### config.mk
export PLATFORM = sky130hd
export DESIGN_NAME = step_downcounter
export DESIGN_NICKNAME = d
export VERILOG_FILES = /design/src/rtl/step_counter_pkg.sv /design/src/rtl/step_sub.sv /design/src/rtl/step_downcounter.sv
export SDC_FILE = /design/constraint.sdc
export NUM_CORES = 1
export LEC_CHECK = 0
export CORE_MARGIN = 4
export CORE_UTILIZATION = 35
export CTS_CLUSTER_SIZE = 30
export DETAILED_ROUTE_END_ITERATION = 8
export GPL_ROUTABILITY_DRIVEN = 0
export HOLD_SLACK_MARGIN = 0.02
export MAX_ROUTING_LAYER = met4
export SYNTH_ARGS = -nofsm -noshare
export SYNTH_HDL_FRONTEND = slang
export SYNTH_SLANG_ARGS = --single-unit
### constraint.sdc
create_clock -name clk -period 2.76 [get_ports clk]
set_clock_uncertainty 0.15 [all_clocks]
set_input_delay 0.414 -clock clk [delete_from_list [all_inputs] [get_ports clk]]
set_output_delay 0.414 -clock clk [all_outputs]
set_load 0.005 [all_outputs]
### src/rtl/step_counter_pkg.sv
// Shared definitions for the step down-counter: step codes, FSM states, step decode helpers.
// Latency: n/a (types, constants and pure functions only).
// Backpressure: n/a.
package step_counter_pkg;

   // Step control codes on the c input
   localparam logic [1:0] STEP_DEC3     = 2'b00;
   localparam logic [1:0] STEP_DEC1     = 2'b01;
   localparam logic [1:0] STEP_HOLD_ALT = 2'b10;
   localparam logic [1:0] STEP_HOLD     = 2'b11;

   // Counter FSM; IDLE is only reachable through reset
   typedef enum logic [1:0] {
      IDLE = 2'b00,
      RUN  = 2'b01,
      DONE = 2'b10
   } state_t;

   // True when the step code actually decrements (both hold codes return 0)
   function automatic logic step_active(input logic [1:0] code);
      return (code == STEP_DEC3) || (code == STEP_DEC1);
   endfunction

   // Decrement magnitude for a step code; hold codes map to 0
   function automatic logic [1:0] step_mag(input logic [1:0] code);
      logic [1:0] mag;
      mag = 2'd0;
      case (code)
         STEP_DEC3: mag = 2'd3;
         STEP_DEC1: mag = 2'd1;
         default:   mag = 2'd0;
      endcase
      return mag;
   endfunction

endpackage

### src/rtl/step_sub.sv
// Clamped subtractor: diff = max(a - step, 0), plus hit (a <= step) and under (a < step).
// Latency: purely combinational, zero cycles.
// Backpressure: none; outputs follow inputs.
module step_sub #(
   parameter int WIDTH = 4
) (
   input  logic [WIDTH-1:0] a,
   input  logic [WIDTH-1:0] step,
   output logic [WIDTH-1:0] diff,
   output logic             hit,
   output logic             under
);

   // One extra bit so an underflow shows up as the MSB instead of wrapping
   logic [WIDTH:0] ext_diff;

   // Extended subtraction; MSB set means step exceeded a
   always_comb begin
      ext_diff = {1'b0, a} - {1'b0, step};
      under    = ext_diff[WIDTH];
      hit      = ext_diff[WIDTH] || (ext_diff[WIDTH-1:0] == '0);
      diff     = ext_diff[WIDTH] ? '0 : ext_diff[WIDTH-1:0];
   end

endmodule

### src/rtl/step_downcounter.sv
// Loadable down-counter stepping by 3, 1 or holding; pulses done/borrow when it reaches or crosses zero.
// Latency: count, done and borrow are registered, one cycle after the controlling inputs.
// Backpressure: none; load wins over count_en, count_en is ignored outside RUN.
// Optional feature: define STEP_DOWNCOUNTER_AUTO_RELOAD_EN to reload from the last loaded value
// on a terminal event instead of stopping in DONE. WIDTH must be at least 2 so a step of 3 fits.
module step_downcounter
   import step_counter_pkg::*;
#(
   parameter int WIDTH = 4
) (
   input  logic             clk,
   input  logic             reset,
   input  logic             load,
   input  logic             count_en,
   input  logic [1:0]       c,
   input  logic [WIDTH-1:0] data_in,
   output logic [WIDTH-1:0] count,
   output logic             zero,
   output logic             busy,
   output logic             done,
   output logic             borrow
);

   state_t           state;
   logic [WIDTH-1:0] step;
   logic [WIDTH-1:0] next_diff;
   logic             step_hit;
   logic             step_under;
   logic             do_step;

`ifdef STEP_DOWNCOUNTER_AUTO_RELOAD_EN
   // Last value loaded; restored on every terminal event
   logic [WIDTH-1:0] reload_reg;
`endif

   // Decode the step code into a WIDTH-wide decrement and a "this cycle counts" flag
   always_comb begin
      step    = WIDTH'(step_mag(c));
      do_step = (state == RUN) && count_en && step_active(c);
   end

   step_sub #(
      .WIDTH (WIDTH)
   ) u_step_sub (
      .a     (count),
      .step  (step),
      .diff  (next_diff),
      .hit   (step_hit),
      .under (step_under)
   );

   // Status outputs derived straight from registered state
   always_comb begin
      zero = (count == '0);
      busy = (state == RUN);
   end

   // Counter FSM: load has priority, otherwise step while in RUN; done/borrow default low each cycle
   always_ff @(posedge clk or negedge reset) begin
      if (!reset) begin
         state      <= IDLE;
         count      <= '0;
         done       <= 1'b0;
         borrow     <= 1'b0;
`ifdef STEP_DOWNCOUNTER_AUTO_RELOAD_EN
         reload_reg <= '0;
`endif
      end else begin
         done   <= 1'b0;
         borrow <= 1'b0;
         if (load) begin
            // A zero load has nothing to count, so go straight to DONE without a pulse
            count <= data_in;
            state <= (data_in != '0) ? RUN : DONE;
`ifdef STEP_DOWNCOUNTER_AUTO_RELOAD_EN
            reload_reg <= data_in;
`endif
         end else if (do_step) begin
            if (step_hit) begin
               done   <= 1'b1;
               borrow <= step_under;
`ifdef STEP_DOWNCOUNTER_AUTO_RELOAD_EN
               // Restart from the loaded value; a zero reload value cannot run, so stop
               count <= reload_reg;
               state <= (reload_reg != '0) ? RUN : DONE;
`else
               count <= '0;
               state <= DONE;
`endif
            end else begin
               count <= next_diff;
            end
         end
      end
   end

   // Terminal-event invariants: borrow only accompanies done, RUN never holds a zero count,
   // and a load never produces a pulse
   a_borrow_with_done : assert property (@(posedge clk) disable iff (!reset)
      borrow |-> done);
   a_run_nonzero : assert property (@(posedge clk) disable iff (!reset)
      (state == RUN) |-> (count != '0));
   a_load_no_pulse : assert property (@(posedge clk) disable iff (!reset)
      load |=> (!done && !borrow));

endmodule

### Yosys cells after proc, flatten, opt, wreduce, memory -nomap -nowiden

Cells that the tools add are included.

| cells by class | value |
|---|---|
| add/subtract/negate cells | 1 |
| equal/unequal tests | 2 |
| muxes and demuxes | 15 |
| reductions and logical operators | 11 |

Operators with widths:

| cell | count |
|---|---|
| $mux 4 | 4 |
| $logic_not 4->1 | 2 |
| $mux 2 | 4 |
| $mux 1 | 6 |
| $sub 4x2->5 | 1 |
| $eq 2x1->1 const B | 2 |
| $pmux 2 s2 | 1 |
| $reduce_bool 2->1 | 2 |
| $reduce_bool 4->1 | 1 |
| $logic_and 1x1->1 | 2 |
| $logic_not 2->1 | 1 |
| $logic_or 1x1->1 | 2 |
| $reduce_and 2->1 | 1 |

| storage, ports and cells | value |
|---|---|
| register bits | 8 |
| output and inout bits | 8 |

### Logic depth before layout (Yosys ltp)

| logic depth | value |
|---|---|
| depth after elaboration | 8 |
| depth in mapped cells | 7 |

### Cells and area by module

A second synthesis with hierarchy kept.

| unflattened totals | value |
|---|---|
| cells, all modules | 65 |
| area total of the unflattened synthesis | 578.1 um^2 |

By module, submodules not included:

| module | times used | cells each | area each (um^2) |
|---|---|---|---|
| step_downcounter | 1 | 41 | 399.1 |
| step_sub | 1 | 24 | 178.9 |

### Worst setup path before layout

OpenSTA, ideal clock, no wires.

| timing | value |
|---|---|
| path kind | input to register |
| from | in c[0] |
| to | reg state[0] |
| library setup time | 0.127 ns |
| arrival time | 1.645 ns |
| data required time | 2.483 ns |
| setup slack | 0.838 ns |
| stages | 6 |
| cells stage by stage | or2_2 ha_1 nor2b_1 o31a_1 nor3_2 o21ai_1 |

| between the ends | value |
|---|---|
| cells in the longest elaborated chain, start to end | 7 |

RTL lines:

| element | line | source |
|---|---|---|
| start: declaration | step_downcounter.sv:15 | `input logic [1:0] c,` |
| $eq 2x1->1 or $logic_not 2->1 (tied branches) | step_counter_pkg.sv:21, step_counter_pkg.sv:28 |  |
| $pmux 2 s2 | step_counter_pkg.sv:28 | `case (code)` |
| $sub 4x2->5 | step_sub.sv:19 | `ext_diff = {1'b0, a} - {1'b0, step};` |
| $logic_not 4->1 | step_sub.sv:21 | `hit = ext_diff[WIDTH] \|\| (ext_diff[WIDTH-1:0] == '0);` |
| $logic_or 1x1->1 | step_sub.sv:21 |  |
| $reduce_bool 2->1 (no source line) | n/a |  |
| $reduce_and 2->1 (no source line) * | n/a |  |
| end signal: assignment | step_downcounter.sv:74 | `state <= (data_in != '0) ? RUN : DONE;` |
| end: declaration | step_downcounter.sv:24 | `state_t state;` |

Every way passes the cells marked *; elsewhere a longest branch is shown, timed or not.
A chain may end at the register's enable or synchronous reset.

### Final worst setup path

| timing | value |
|---|---|
| from | in c[1] |
| to | reg state[1] |

The elaborated chain is that of the path after synthesis.

==> impl_results.md <==
- CTS Buf Count: 3
- Initial antenna violation count: 0
- # port buffers: 17
- Final period util: 79.6%
- Largest family of logic cells by synthesized area: simple AND/OR/NAND/NOR gates
- Sequential area share after synthesis: 36.2%
- # IOs: 18
- Synth Register Bits: 8
- Fillcell total: 149
- Rel. slew slack: 71.1%
- Crit path required time: about 2.8 ns
- GRT busiest layer: met2
- Core area: approximately 1500 µm²
- Placed inst area: about 720 µm²
- Chip height: between 40 and 50 µm
- Final slew viol count: 0
- WS Path Type: in2reg
- Syn Area/Cell: a little under 9 µm²
- Crit-path max FO: 3
- GR Layer Usage met1: 18.1%
- Met3 Use GR: approximately 3.4%
- Top post-synthesis cells by area: dfrtp_1 (36%), inv_1 (6.1%), a21oi_1 (4.5%), ha_1 (4.5%), nor2_1 (4.1%)
- Area of the multi-input gates: a little under 300 µm²
- Residual DRC count: 0
- WP data arrival: approximately 2.2 ns
- Hold violation total from the final report: 0
- Leak: between 0.3 and 0.4 nW
- Crit-path cells: clkdlybuf4s50_1 -> or2_2 -> ha_1 -> nor2b_1 -> nor4_1 -> nor3_2 -> o21a_1
- Storage cell area: 200 µm²
- CP startpoint kind: input port
- FMAX: 455 MHz
- Final setup viols: 0
- Grt total ovfl: 0
- Complex-gate fraction of the synthesized area: ~16%
- Outcome: complete, no violations
- Largest stage delay, worst path: roughly 0.42 ns
- Top-area cell type share of the netlist area: ~36%
- Initial DRT Pass Iterations: 4
- Commonest cells post-synth: inv_1 (9), dfrtp_1 (8), nor2_1 (6)
- Tot Pwr: about 0.33 mW
- H-tree depth: 1
- Nets: 96
- Final wirelength: 1260 µm
- Mean routed wirelength per cell: 13.0 µm
- Chip width: between 40 and 50 µm
- Met2 Use GR: between 10% and 20%
- Min-delay worst type: in2async
- VDD IR-drop max: 0.000300 V
- XOR/XNOR Fraction of Synth Area: 1.58%
- Most numerous cell in the Yosys netlist: inv_1
- CP Capture Type: register
- TritonCTS clock tree: built
- Post-synth top flop: dfrtp_1
- Adder-Cell Fraction of Synth Area: 8.14%
- Mapped Cells: 64
- Post-synth EDFFs: 0
- Hold-fix buffers, CTS: 0
- Synth Cell Area: around 550 µm²
- RSZ-0062 raised after global routing: no
- Vias: 499
- Total die area: 2280 µm²
- CTS Sinks: 8
- Least-Margin Pin Slew: roughly 0.43 ns
- Number of distinct library cells after synthesis: 27
- Clock Root Buffer: clkbuf_4
- Share of cells above drive strength 1: about 7.4%
- Antenna-violating nets left: 0
- Cts repair resizes: 0
- Pin count of the biggest net entering global routing: 10
- Total GRT Usage: between 10 and 15%
- Clock latency on the worst-skew pair: 0.24 ns
- Post-synthesis mux area share: under 10%
- Design area: ~740 µm²
- Initial Util: 36.7%
- Setup Buffers After CTS: 0
- Vias in the first global route: between 400 and 500
- Cell Rows: 14
- Cell area power density: 445 nW/µm²
- Fin Setup TNS: 0 ns
- Vias/cell: 5.14
- Initial DRC count: 5
- YS warnings: 0
- Fin crit period: 2.20 ns
- Max Cap Viol: 0
- Final HPWL from detailed placement: 994 µm
- Worst-path clk slew: 0.05 ns
- Area grow syn2layout: 34.6%
- First-pass GRT wire length: 2080 µm
- Post-Synthesis Net Count: 77
- Diode count: 0
- Area leader, netlist: dfrtp_1
- CTS Buffer Depth: 2
- Fraction of registers with async set/reset: 100%
- Post-synthesis simple-gate area fraction: approximately a quarter
- Slowest cell on the critical path: clkdlybuf4s50_1
## layout by cell type (no fill, tap or decap), types with 3 or more instances in the layout
| cell | instances |
|---|---|
| clkbuf_4 | 3 |
| nor3_1 | 3 |
| a21oi_1 | 5 |
| nor4_1 | 3 |
| nor2_1 | 6 |
| inv_1 | 9 |
| nand3_1 | 4 |
| nor2b_1 | 3 |
| dfrtp_1 | 8 |
| clkdlybuf4s50_1 | 17 |
## power by group
group	switching, mW	internal [mW]	leakage (nW)
Combinational	0.0445	0.0569	0.208
Clock	0.0367	0.0496	0.0138
Sequential	0.0156	0.128	0.0961
## final timing paths
check / depth (start not counted) / slack, ns / startpoint / end
setup reg to reg: 7 / 0.83 / count[0]$_DFFE_PN0P_ / state[0]$_DFFE_PN0P_
hold reg to reg: 2 / 0.44 / state[0]$_DFFE_PN0P_ / state[0]$_DFFE_PN0P_
hold / removal: 1 / 0.30 / reset / state[0]$_DFFE_PN0P_
max in group asynchronous: 1 / 1.89 / reset / borrow$_DFF_PN0_
min in group clk: 2 / 0.44 / state[0]$_DFFE_PN0P_ / state[0]$_DFFE_PN0P_
setup / recovery: 7 / 0.56 / c[1] / state[1]$_DFFE_PN0P_
## routing by layer
metal	share of wire (%)	vias up
met4	1.3	0
met1	49	233
met3	4.0	2
li1	-	255
met5	0	-
met2	45	9
## metrics by stage
step                util [%]  instances  worst slack (ns)  hold slack (ns)
detailed placement      47.9         94             0.310            0.437
CTS                     49.4         97             0.574            0.309
floorplan                  -         64             0.838          -0.0316
finish                  49.4         97             0.563            0.300
global placement        47.9         94             0.291            0.433
global route            49.4         97             0.453            0.311
## sequential cells by signal (all words and copies together), names as in the netlist
register,count
done,1
borrow,1
state,2
count,4
## worst max-delay path: cells and delay by family
kind                     cells  cell delay, ns
buffers and inverters        1            0.42
adder cells (fa/ha/maj)      1            0.26
AO/OA/AOI/OAI                1            0.20
AND/OR/NAND/NOR              4            0.88
## area by class of cell
cell class              count  share of cell area (%)
inverters                   9                    4.54
clock buffers               3                    3.03
flip-flops and latches      8                    26.9
multi-input cells          44                    40.0
well taps                  16                    2.69
repair buffers             17                    22.9
## logic make-up after synthesis
family                     after synthesis
AOI/OAI and AO/OA                       14
muxes                                    1
and+or+nand+nor                         25
DFF                                      8
buffers and inverters                   12
adders and majority gates                3
xor gates and xnor gates                 1
Power figures use the tool's default switching activity.
